<file path="src/rtl/uart_bus_pkg.sv">
// Shared opcode/response byte values and FSM encoding for the UART-driven bus master.
package uart_bus_pkg;

  localparam logic [7:0] OP_WRITE    = 8'h57;  // 'W'
  localparam logic [7:0] OP_READ     = 8'h52;  // 'R'
  localparam logic [7:0] RSP_OK      = 8'h4B;  // 'K'
  localparam logic [7:0] RSP_ERR     = 8'h45;  // 'E'
  localparam logic [7:0] RSP_TIMEOUT = 8'h54;  // 'T'

  typedef enum logic [2:0] {
    IDLE,
    ADDR,
    WDATA,
    BUS_REQ,
    BUS_WAIT,
    RESP,
    ERR
  } state_t;

  function automatic logic is_opcode(input logic [7:0] b);
    return (b == OP_WRITE) || (b == OP_READ);
  endfunction

endpackage

</file>
<file path="src/rtl/axi_uart.sv">
// 8N1 UART with AXI-stream byte ports; one bit lasts prescale*8 clock cycles.
module axi_uart (
  input  logic        clk,
  input  logic        rst,
  input  logic [15:0] prescale,
  input  logic [7:0]  s_axis_tdata,
  input  logic        s_axis_tvalid,
  output logic        s_axis_tready,
  output logic [7:0]  m_axis_tdata,
  output logic        m_axis_tvalid,
  input  logic        m_axis_tready,
  input  logic        rxd,
  output logic        txd,
  output logic        rx_frame_error
);

  logic [18:0] bit_last;
  logic [18:0] half_last;
  assign bit_last  = {prescale, 3'b000} - 19'd1;
  assign half_last = {1'b0, prescale, 2'b00} - 19'd1;

  logic [9:0]  tx_shift_reg;
  logic [3:0]  tx_bits_reg;
  logic [18:0] tx_cnt_reg;

  assign s_axis_tready = (tx_bits_reg == 4'd0);
  assign txd           = tx_shift_reg[0];

  always_ff @(posedge clk or posedge rst) begin
    if (rst) begin
      tx_shift_reg <= 10'h3FF;
      tx_bits_reg  <= 4'd0;
      tx_cnt_reg   <= 19'd0;
    end else if (tx_bits_reg == 4'd0) begin
      if (s_axis_tvalid) begin
        tx_shift_reg <= {1'b1, s_axis_tdata, 1'b0};
        tx_bits_reg  <= 4'd10;
        tx_cnt_reg   <= bit_last;
      end
    end else if (tx_cnt_reg == 19'd0) begin
      tx_shift_reg <= {1'b1, tx_shift_reg[9:1]};
      tx_bits_reg  <= tx_bits_reg - 4'd1;
      tx_cnt_reg   <= bit_last;
    end else begin
      tx_cnt_reg <= tx_cnt_reg - 19'd1;
    end
  end

  logic        rxd_meta_reg;
  logic        rxd_sync_reg;
  logic [3:0]  rx_bits_reg;
  logic [18:0] rx_cnt_reg;
  logic [7:0]  rx_shift_reg;
  logic        rx_wait_high_reg;
  logic [7:0]  m_tdata_reg;
  logic        m_tvalid_reg;
  logic        frame_err_reg;

  assign m_axis_tdata   = m_tdata_reg;
  assign m_axis_tvalid  = m_tvalid_reg;
  assign rx_frame_error = frame_err_reg;

  // No holding buffer: a byte the consumer is not ready for when it completes is lost.
  always_ff @(posedge clk or posedge rst) begin
    if (rst) begin
      rxd_meta_reg     <= 1'b1;
      rxd_sync_reg     <= 1'b1;
      rx_bits_reg      <= 4'd0;
      rx_cnt_reg       <= 19'd0;
      rx_shift_reg     <= 8'd0;
      rx_wait_high_reg <= 1'b0;
      m_tdata_reg      <= 8'd0;
      m_tvalid_reg     <= 1'b0;
      frame_err_reg    <= 1'b0;
    end else begin
      rxd_meta_reg  <= rxd;
      rxd_sync_reg  <= rxd_meta_reg;
      m_tvalid_reg  <= 1'b0;
      frame_err_reg <= 1'b0;
      if (rx_wait_high_reg) begin
        if (rxd_sync_reg) rx_wait_high_reg <= 1'b0;
      end else if (rx_bits_reg == 4'd0) begin
        if (!rxd_sync_reg) begin
          rx_bits_reg <= 4'd10;
          rx_cnt_reg  <= half_last;
        end
      end else if (rx_cnt_reg != 19'd0) begin
        rx_cnt_reg <= rx_cnt_reg - 19'd1;
      end else begin
        rx_cnt_reg  <= bit_last;
        rx_bits_reg <= rx_bits_reg - 4'd1;
        if (rx_bits_reg == 4'd10) begin
          if (rxd_sync_reg) rx_bits_reg <= 4'd0;
        end else if (rx_bits_reg == 4'd1) begin
          if (rxd_sync_reg) begin
            m_tdata_reg  <= rx_shift_reg;
            m_tvalid_reg <= m_axis_tready;
          end else begin
            // Bad stop bit: wait for the line to idle before hunting for a start bit.
            frame_err_reg    <= 1'b1;
            rx_wait_high_reg <= 1'b1;
          end
        end else begin
          rx_shift_reg <= {rxd_sync_reg, rx_shift_reg[7:1]};
        end
      end
    end
  end

endmodule

</file>
<file path="src/rtl/uart_bus_master.sv">
// Turns UART command frames ('W'/'R' + LSB-first address/data) into single
// req/gnt/rvalid bus transactions and returns the result over the UART.
module uart_bus_master #(
  parameter int          DATA_WIDTH  = 32,
  parameter int          ADDR_WIDTH  = 32,
  parameter logic [15:0] PRESCALE    = 16'd54,
  parameter int          BUS_TIMEOUT = 255
) (
  input  logic                  clk,
  input  logic                  reset,
  input  logic                  rxd_uart,
  output logic                  txd_uart,
  output logic                  master_data_req_o,
  output logic [ADDR_WIDTH-1:0] master_data_addr_o,
  output logic                  master_data_we_o,
  output logic [3:0]            master_data_be_o,
  output logic [DATA_WIDTH-1:0] master_data_wdata_o,
  input  logic                  master_data_gnt_i,
  input  logic                  master_data_rvalid_i,
  input  logic [DATA_WIDTH-1:0] master_data_rdata_i,
  output logic                  busy_o
);

  import uart_bus_pkg::*;

  localparam int              TO_W    = $clog2(BUS_TIMEOUT + 1);
  localparam logic [TO_W-1:0] TO_LAST = TO_W'(BUS_TIMEOUT - 1);
  localparam logic [TO_W-1:0] TO_ONE  = TO_W'(1);

  state_t                state_reg;
  logic [1:0]            byte_cnt_reg;
  logic [TO_W-1:0]       timeout_cnt_reg;
  logic [31:0]           addr_reg;
  logic [DATA_WIDTH-1:0] wdata_reg;
  logic [DATA_WIDTH-1:0] rdata_reg;
  logic                  we_reg;
  logic                  req_reg;
  logic [7:0]            tx_data_reg;
  logic                  tx_valid_reg;

  logic [7:0] rx_data;
  logic       rx_valid;
  logic       rx_ready;
  logic       rx_accept;
  logic       rx_frame_error;
  logic       tx_ready;
  logic [7:0] rdata_byte [4];

  genvar gi;
  generate
    for (gi = 0; gi < 4; gi++) begin : g_rbyte
      assign rdata_byte[gi] = rdata_reg[8*gi +: 8];
    end
  endgenerate

  // Bytes are only taken while assembling a frame; anything else is dropped in the UART.
  assign rx_ready  = (state_reg == IDLE) || (state_reg == ADDR) || (state_reg == WDATA);
  assign rx_accept = rx_valid && rx_ready;

  assign master_data_req_o   = req_reg;
  assign master_data_addr_o  = addr_reg[ADDR_WIDTH-1:0];
  assign master_data_we_o    = we_reg;
  assign master_data_be_o    = 4'hF;
  assign master_data_wdata_o = wdata_reg;
  assign busy_o              = (state_reg != IDLE);

  axi_uart u_uart (
    .clk            (clk),
    .rst            (~reset),
    .prescale       (PRESCALE),
    .s_axis_tdata   (tx_data_reg),
    .s_axis_tvalid  (tx_valid_reg),
    .s_axis_tready  (tx_ready),
    .m_axis_tdata   (rx_data),
    .m_axis_tvalid  (rx_valid),
    .m_axis_tready  (rx_ready),
    .rxd            (rxd_uart),
    .txd            (txd_uart),
    .rx_frame_error (rx_frame_error)
  );

  always_ff @(posedge clk or negedge reset) begin
    if (!reset) begin
      state_reg       <= IDLE;
      byte_cnt_reg    <= 2'd0;
      timeout_cnt_reg <= '0;
      addr_reg        <= 32'd0;
      wdata_reg       <= '0;
      rdata_reg       <= '0;
      we_reg          <= 1'b0;
      req_reg         <= 1'b0;
      tx_data_reg     <= 8'd0;
      tx_valid_reg    <= 1'b0;
    end else begin
      case (state_reg)
        IDLE: begin
          if (rx_accept) begin
            byte_cnt_reg <= 2'd0;
            if (is_opcode(rx_data)) begin
              we_reg    <= (rx_data == OP_WRITE);
              state_reg <= ADDR;
            end else begin
              tx_data_reg  <= RSP_ERR;
              tx_valid_reg <= 1'b1;
              state_reg    <= ERR;
            end
          end
        end
        ADDR: begin
          if (rx_frame_error) begin
            state_reg <= IDLE;
          end else if (rx_accept) begin
            addr_reg     <= {rx_data, addr_reg[31:8]};
            byte_cnt_reg <= byte_cnt_reg + 2'd1;
            if (byte_cnt_reg == 2'd3) begin
              if (we_reg) begin
                state_reg <= WDATA;
              end else begin
                state_reg       <= BUS_REQ;
                req_reg         <= 1'b1;
                timeout_cnt_reg <= '0;
              end
            end
          end
        end
        WDATA: begin
          if (rx_frame_error) begin
            state_reg <= IDLE;
          end else if (rx_accept) begin
            wdata_reg    <= {rx_data, wdata_reg[DATA_WIDTH-1:8]};
            byte_cnt_reg <= byte_cnt_reg + 2'd1;
            if (byte_cnt_reg == 2'd3) begin
              state_reg       <= BUS_REQ;
              req_reg         <= 1'b1;
              timeout_cnt_reg <= '0;
            end
          end
        end
        BUS_REQ: begin
          if (master_data_gnt_i) begin
            req_reg         <= 1'b0;
            timeout_cnt_reg <= '0;
            if (master_data_rvalid_i) begin
              rdata_reg    <= master_data_rdata_i;
              tx_data_reg  <= we_reg ? RSP_OK : master_data_rdata_i[7:0];
              tx_valid_reg <= 1'b1;
              byte_cnt_reg <= 2'd0;
              state_reg    <= RESP;
            end else begin
              state_reg <= BUS_WAIT;
            end
          end else if (timeout_cnt_reg == TO_LAST) begin
            req_reg      <= 1'b0;
            tx_data_reg  <= RSP_TIMEOUT;
            tx_valid_reg <= 1'b1;
            state_reg    <= ERR;
          end else begin
            timeout_cnt_reg <= timeout_cnt_reg + TO_ONE;
          end
        end
        BUS_WAIT: begin
          if (master_data_rvalid_i) begin
            rdata_reg    <= master_data_rdata_i;
            tx_data_reg  <= we_reg ? RSP_OK : master_data_rdata_i[7:0];
            tx_valid_reg <= 1'b1;
            byte_cnt_reg <= 2'd0;
            state_reg    <= RESP;
          end else if (timeout_cnt_reg == TO_LAST) begin
            tx_data_reg  <= RSP_TIMEOUT;
            tx_valid_reg <= 1'b1;
            state_reg    <= ERR;
          end else begin
            timeout_cnt_reg <= timeout_cnt_reg + TO_ONE;
          end
        end
        RESP: begin
          if (tx_ready) begin
            if (we_reg || byte_cnt_reg == 2'd3) begin
              tx_valid_reg <= 1'b0;
              state_reg    <= IDLE;
            end else begin
              byte_cnt_reg <= byte_cnt_reg + 2'd1;
              tx_data_reg  <= rdata_byte[byte_cnt_reg + 2'd1];
            end
          end
        end
        ERR: begin
          if (tx_ready) begin
            tx_valid_reg <= 1'b0;
            state_reg    <= IDLE;
          end
        end
        default: state_reg <= IDLE;
      endcase
    end
  end

endmodule

</file>
<file path="config.mk">
export PLATFORM = sky130hd
export DESIGN_NAME = uart_bus_master
export DESIGN_NICKNAME = d
export VERILOG_FILES = /design/src/rtl/uart_bus_pkg.sv /design/src/rtl/axi_uart.sv /design/src/rtl/uart_bus_master.sv
export SDC_FILE = /design/constraint.sdc
export NUM_CORES = 1
export LEC_CHECK = 0
export ABC_AREA = 1
export CAP_MARGIN = 20
export CORE_ASPECT_RATIO = 0.75
export CORE_MARGIN = 10
export CORE_UTILIZATION = 62
export DETAILED_ROUTE_END_ITERATION = 12
export HOLD_SLACK_MARGIN = 0.15
export MAX_ROUTING_LAYER = met4
export PLACE_DENSITY_LB_ADDON = 0.2
export SLEW_MARGIN = 20
export SYNTH_ARGS = -nofsm -noshare
export SYNTH_HDL_FRONTEND = slang
export SYNTH_HIERARCHICAL = 1
export SYNTH_SLANG_ARGS = --single-unit
</file>
<file path="constraint.sdc">
create_clock -name clk -period 5.1 [get_ports clk]
set_clock_uncertainty 0.1 [all_clocks]
set_input_delay 1.02 -clock clk [delete_from_list [all_inputs] [get_ports clk]]
set_output_delay 1.02 -clock clk [all_outputs]
set_load 0.01 [all_outputs]
</file>
* Word level (Yosys, flattened, before mapping)
Cells that the tools add are included.
** Storage, ports and cells
- Register bits after elaboration :: 197
- Input bits :: 37
- Output and inout port bits :: 72
- Word-level logic and storage cells :: 210
** Operators by class
- $add $sub $neg :: 6
- $lt $le $gt $ge :: 1
- Equal/unequal tests :: 38
- Multiplexer cells :: 102
- Bitwise gates (word level) :: 7
- Reductions and logical operators :: 34
** Operators by type and width (count)
- 8-bit 2-to-1 mux :: 21
- 19-bit 2-to-1 mux :: 6
- 32-bit 2-to-1 mux :: 2
- 32-bit case mux with 2 select lines :: 1
- 8-bit case mux with 4 select lines :: 2
- 3-bit 2-to-1 mux :: 14
- 19-bit by 1-bit subtractor with 19-bit output, second input constant :: 2
- 1-bit 2-to-1 mux :: 33
- 4-bit 2-to-1 mux :: 8
- 2-bit inequality test, second input constant :: 16
- 10-bit 2-to-1 mux :: 3
- 3-bit case mux with 7 select lines :: 1
- 19-bit zero test :: 1
- 19-bit nonzero test :: 1
- 9-bit AND reduction :: 2
- 8-bit binary-select mux with 2-bit select :: 1
- 8-bit by 7-bit equality test with 1-bit output, second input constant :: 2
- 2-bit 2-to-1 mux :: 7
- 7-bit AND reduction :: 2
- 3-bit AND reduction :: 4
- 6-bit AND reduction :: 2
- 2-bit case mux with 5 select lines :: 1
- 5-bit nonzero test :: 2
- 3-bit equality test, second input constant :: 3
- other kinds (29) :: 51

* Depth between registers and ports, before layout
- Depth after elaboration :: 9
- Depth in mapped cells :: 13

* Hierarchy
The synthesis kept the hierarchy.
** By module, submodules not included
- uart_bus_master :: times used 1, cells an instance 723, area an instance 5691.7 sq um
- axi_uart :: times used 1, cells an instance 758, area an instance 5127.4 sq um

* Least setup slack after synthesis
Ideal clock, no wire load.
- Kind :: input -> register
- Start point :: input master_data_rvalid_i
- End point :: register tx_data_reg[0]
- Library setup time :: 0.065 ns
- Data arrival time :: 1.863 ns
- Required time :: 4.935 ns
- Path slack :: 3.072 ns
- Stages :: 7
- Buffers on the path :: 1
- Cells stage by stage :: clkbuf_1 > nand3_1 > nand2_1 > o21ai_0 > nand3_1 > nand2_1 > nand2_1
** Between the ends
- Longest elaborated chain between the ends :: 2
- Elaborated cells between the ends (all ways) :: 4
- Classes of those cells :: eq/ne: 1; mux: 2; reduce/logical: 1
** RTL lines
- start: declaration :: line uart_bus_master.sv:19 : input logic master_data_rvalid_i,
- 3-bit inequality test (no line) / 8-bit 2-to-1 mux (equally long branches)
- 6-bit AND reduction (no line) / 8-bit case mux with 4 select lines (equally long branches)
- end signal: assignment :: line uart_bus_master.sv:145 : tx_data_reg <= we_reg ? RSP_OK : master_data_rdata_i[7:0];
- end signal: assignment :: line uart_bus_master.sv:164 : tx_data_reg <= we_reg ? RSP_OK : master_data_rdata_i[7:0];
- end signal: assignment :: line uart_bus_master.sv:183 : tx_data_reg <= rdata_byte[byte_cnt_reg + 2'd1];
- end: declaration :: line uart_bus_master.sv:38 : logic [7:0] tx_data_reg;
Several ways; a longest one is shown, not always the timed one.
A chain may end at the register's enable or synchronous reset.

* Final worst setup path
- Start point :: register state_reg[2]
- End point :: output busy_o
** Between the ends
- Longest elaborated chain between the ends :: 1
** RTL lines
- start: declaration :: line uart_bus_master.sv:30 : state_t state_reg;
- start signal: assignment :: line uart_bus_master.sv:84 : state_reg <= IDLE;
- start signal: assignment :: line uart_bus_master.sv:101 : state_reg <= ADDR;
- start signal: assignment :: line uart_bus_master.sv:105 : state_reg <= ERR;
- 3-bit nonzero test :: line uart_bus_master.sv:65 : assign busy_o = (state_reg != IDLE);
- end: declaration :: line uart_bus_master.sv:21 : output logic busy_o
Every way passes these cells.

==> impl_metrics.ini <==
[synthesis]
synth.yosys.warnings = 6
synth_cells = 1481
synth_area_per_cell_um2 = 7.31
syn-cell-area_mm2 = 0.0108
synth_cell_types = 40
synth_seq_area_share_pct = 45.5
ys_ff_latch = 196

[cts]
cts_tree = yes
postCtsHoldBufs = 0
cts.repair.resized = 0
clk-insertion-delay-late_ns = 0.44
cts-root-buf = clkbuf_16
clkTransAtPathRegs_ns = 0.07
cts.sinks = 196
cts_buffers = 17
cts.htree.levels = 4
clock_tree.buffer_depth = 2
cts.repair_timing.setup_buffer_count = 0

[global_route]
gr-total-overflow = 0
grt_max_degree = 70
globalRouteMet3Util_pct = 5.61
grt.met2_usage_pct = 35.5
groute.usage.overall_pct = 24.3
grt_antenna_before_repair = 0
first_pass_grt_wire_length_um = 46200
grt_use_met1_pct = 33.7
globalRoute.busiestLayer = met2
first_global_vias = 9345

[worst_setup_path]
critical-path-slowest-cell = dfrtp_1
start_kind = flip-flop
worstSetupEndpointType = primary output
worst-endpoint-arrival_ns = 2.10
path_class = flip-flop to primary output
critPathMaxFanout = 13
critical-path-max-stage-delay_ns = 0.63
worst-endpoint-required_ns = 3.98
cp_cell_sequence = inv_2 > nand2_1 > clkdlybuf4s50_1

[floorplan]
floorplan.core_area_mm2 = 0.0170
boundaryPins = 109
fp.dieArea_mm2 = 0.0232
floorplan.initialDensity_pct = 63.7
chipHeight_um = 134
placementRows = 41
die_w_um = 173

[detailed_routing]
wl_per_cell_um = 14.7
total_wirelength_of_the_detailed_routed_design_um = 27400
dr.first_iter.drc_count = 1254
route.detailed.vias_per_inst = 5.35
drt_first_pass_iters = 7
num_vias = 9981
antenna_violating_nets_post_route = 0
drt_drc_violations_left = 0

[cells_and_area]
area.growth.synth_to_final_pct = 17.6
design.final.nets = 1667
num_antenna_cells = 0
drive_gt1_share_pct = 7.17

[timing]
setup-tns-final_ns = 0
clock.fmax_ghz = 0.310
maxSlewViolCount = 0
rsz_0062_raised_after_global_routing = false
hold_violations = 0
timing.slew.headroom_pct = 41.4
layout_min_cycle_time_ns = 3.22
setup-violations-final = 0
worstMarginPinSlew_ns = 0.879
timing.final.crit_share_pct = 63.2

[power]
vdd_drop_max_uv = 365
p_leak_nw = 6.28
post-layout-total-power_w = 0.00416
power-per-cell-area_mw_per_mm2 = 327

[run]
maxCapViolCount = 0

[place]
port_buffers = 104
gpl.final_weighted_congestion = 0.984
post-dp-hpwl_um = 19900

[min_path]
min_delay_path_class = flip-flop to flip-flop

[status]
status = finished clean
==> metal layers <==
metal / up-vias / part of all wire (%)
met5: - / 0
met4: 0 / 1.2
met3: 34 / 8.8
met2: 425 / 43
met1: 4592 / 47
li1: 4930 / -
==> cells in the final DEF, fill, tap and decap left out, types with 8 or more instances in the layout <==
master / instances
a21oi_1: 39
clkbuf_16: 17
clkdlybuf4s50_1: 103
conb_1: 54
dfrtp_1: 185
dfstp_2: 11
ha_1: 12
inv_1: 154
inv_2: 16
nand2_1: 492
nand2_4: 8
nand3_1: 146
nand4_1: 21
nor2_1: 148
nor2_2: 13
o21ai_0: 77
o21ai_1: 41
xor2_1: 13
==> worst paths after layout <==
check                                         endpoint             startpoint  slack, ns  cells after the start
min in group asynchronous       master_data_wdata_o[3]                  reset       0.50                      1
worst max-delay path                            busy_o           state_reg[2]       1.88                      3
max in group asynchronous         u_uart/tx_cnt_reg[7]                  reset       2.83                      4
worst min-delay path               u_uart/rxd_sync_reg    u_uart/rxd_meta_reg       0.28                      0
worst min register to register     u_uart/rxd_sync_reg    u_uart/rxd_meta_reg       0.28                      0
worst max register to register          tx_data_reg[7]  u_uart/tx_bits_reg[0]       2.55                     12
==> area by class of cell <==
| type | count | area [um^2] |
|---|---|---|
| fillers | 1372 | 4260 |
| clock buffers | 18 | 439 |
| flip-flops and latches | 196 | 4920 |
| multi-input cells | 1120 | 5170 |
| repair buffers | 110 | 1080 |
| clock inverters | 14 | 146 |
| well taps | 236 | 295 |
| inverters | 173 | 667 |
==> cells by family (layout without fill, tap and decap cells) <==
group	after synthesis	after routing	synth area share [%]
and+or+nand+nor	860	860	34.5
buffers and inverters	217	315	8.57
AOI/OAI and AO/OA	178	178	8.70
other	2	54	0.0694
DFF	196	196	45.5
xor gates and xnor gates	16	16	1.30
adders and majority gates	12	12	1.39
==> power breakdown <==
part           internal [W]  switching [W]  total [W]  leakage [nW]
clock network      0.000673       0.000667    0.00134         0.288
logic              0.000313       0.000684   0.000996          3.51
registers           0.00169       0.000141    0.00183          2.49
==> through the flow <==
step           hold WS, ns  area, um^2  worst slack [ns]  utilization (%)  cells
2_1_floorplan        0.245       11000              2.04                -   1533
4_1_cts              0.278       12700              1.91             74.9   1867
3_3_place_gp         0.267       12100              2.13             71.5   1835
6_report             0.282       12700              1.88             74.9   1867
3_5_place_dp         0.267       12100              2.01             71.5   1835
5_1_grt              0.280       12700              1.82             74.9   1867
==> cell usage after synthesis <==
| master | n | area share, % |
|---|---|---|
| nand3_2 | 5 | 0.46 |
| o21ai_0 | 77 | 3.6 |
| a31oi_1 | 4 | 0.23 |
| o21ai_1 | 41 | 1.9 |
| xor2_1 | 13 | 1.1 |
| buf_4 | 5 | 0.35 |
| o31ai_1 | 5 | 0.35 |
| nor2_1 | 148 | 5.1 |
| inv_4 | 1 | 0.058 |
| inv_1 | 155 | 5.4 |
| nand2_1 | 492 | 17 |
| nor3_4 | 1 | 0.15 |
| dfstp_2 | 11 | 2.7 |
| nand3_1 | 146 | 6.8 |
| nand4_1 | 21 | 1.2 |
| nand2_2 | 7 | 0.40 |
| clkinv_2 | 1 | 0.046 |
| nor2_2 | 13 | 0.75 |
| o211ai_1 | 6 | 0.42 |
| a21oi_1 | 39 | 1.8 |
| a21oi_2 | 2 | 0.16 |
| xnor2_1 | 3 | 0.24 |
| nor4_4 | 1 | 0.20 |
| inv_2 | 15 | 0.52 |
| nand3b_1 | 2 | 0.14 |
| buf_2 | 19 | 0.88 |
| ha_1 | 12 | 1.4 |
| conb_1 | 2 | 0.069 |
| nand4_4 | 1 | 0.20 |
| nor3_1 | 7 | 0.32 |
| nor2_4 | 7 | 0.73 |
| o21ai_2 | 2 | 0.16 |
| o22ai_1 | 2 | 0.12 |
| buf_1 | 1 | 0.035 |
| buf_6 | 7 | 0.73 |
| bufinv_8 | 1 | 0.16 |
| nand2_4 | 8 | 0.83 |
| dfrtp_1 | 185 | 43 |
| nand3_4 | 1 | 0.16 |
| clkbuf_1 | 12 | 0.42 |
==> critical path, delay by kind of cell, from the launching register on <==
kind,cells,cell delay (ns)
buffers and inverters,2,0.76
AND/OR/NAND/NOR,1,0.27
flip-flops,1,0.63
(Power assumes the default switching activity.)
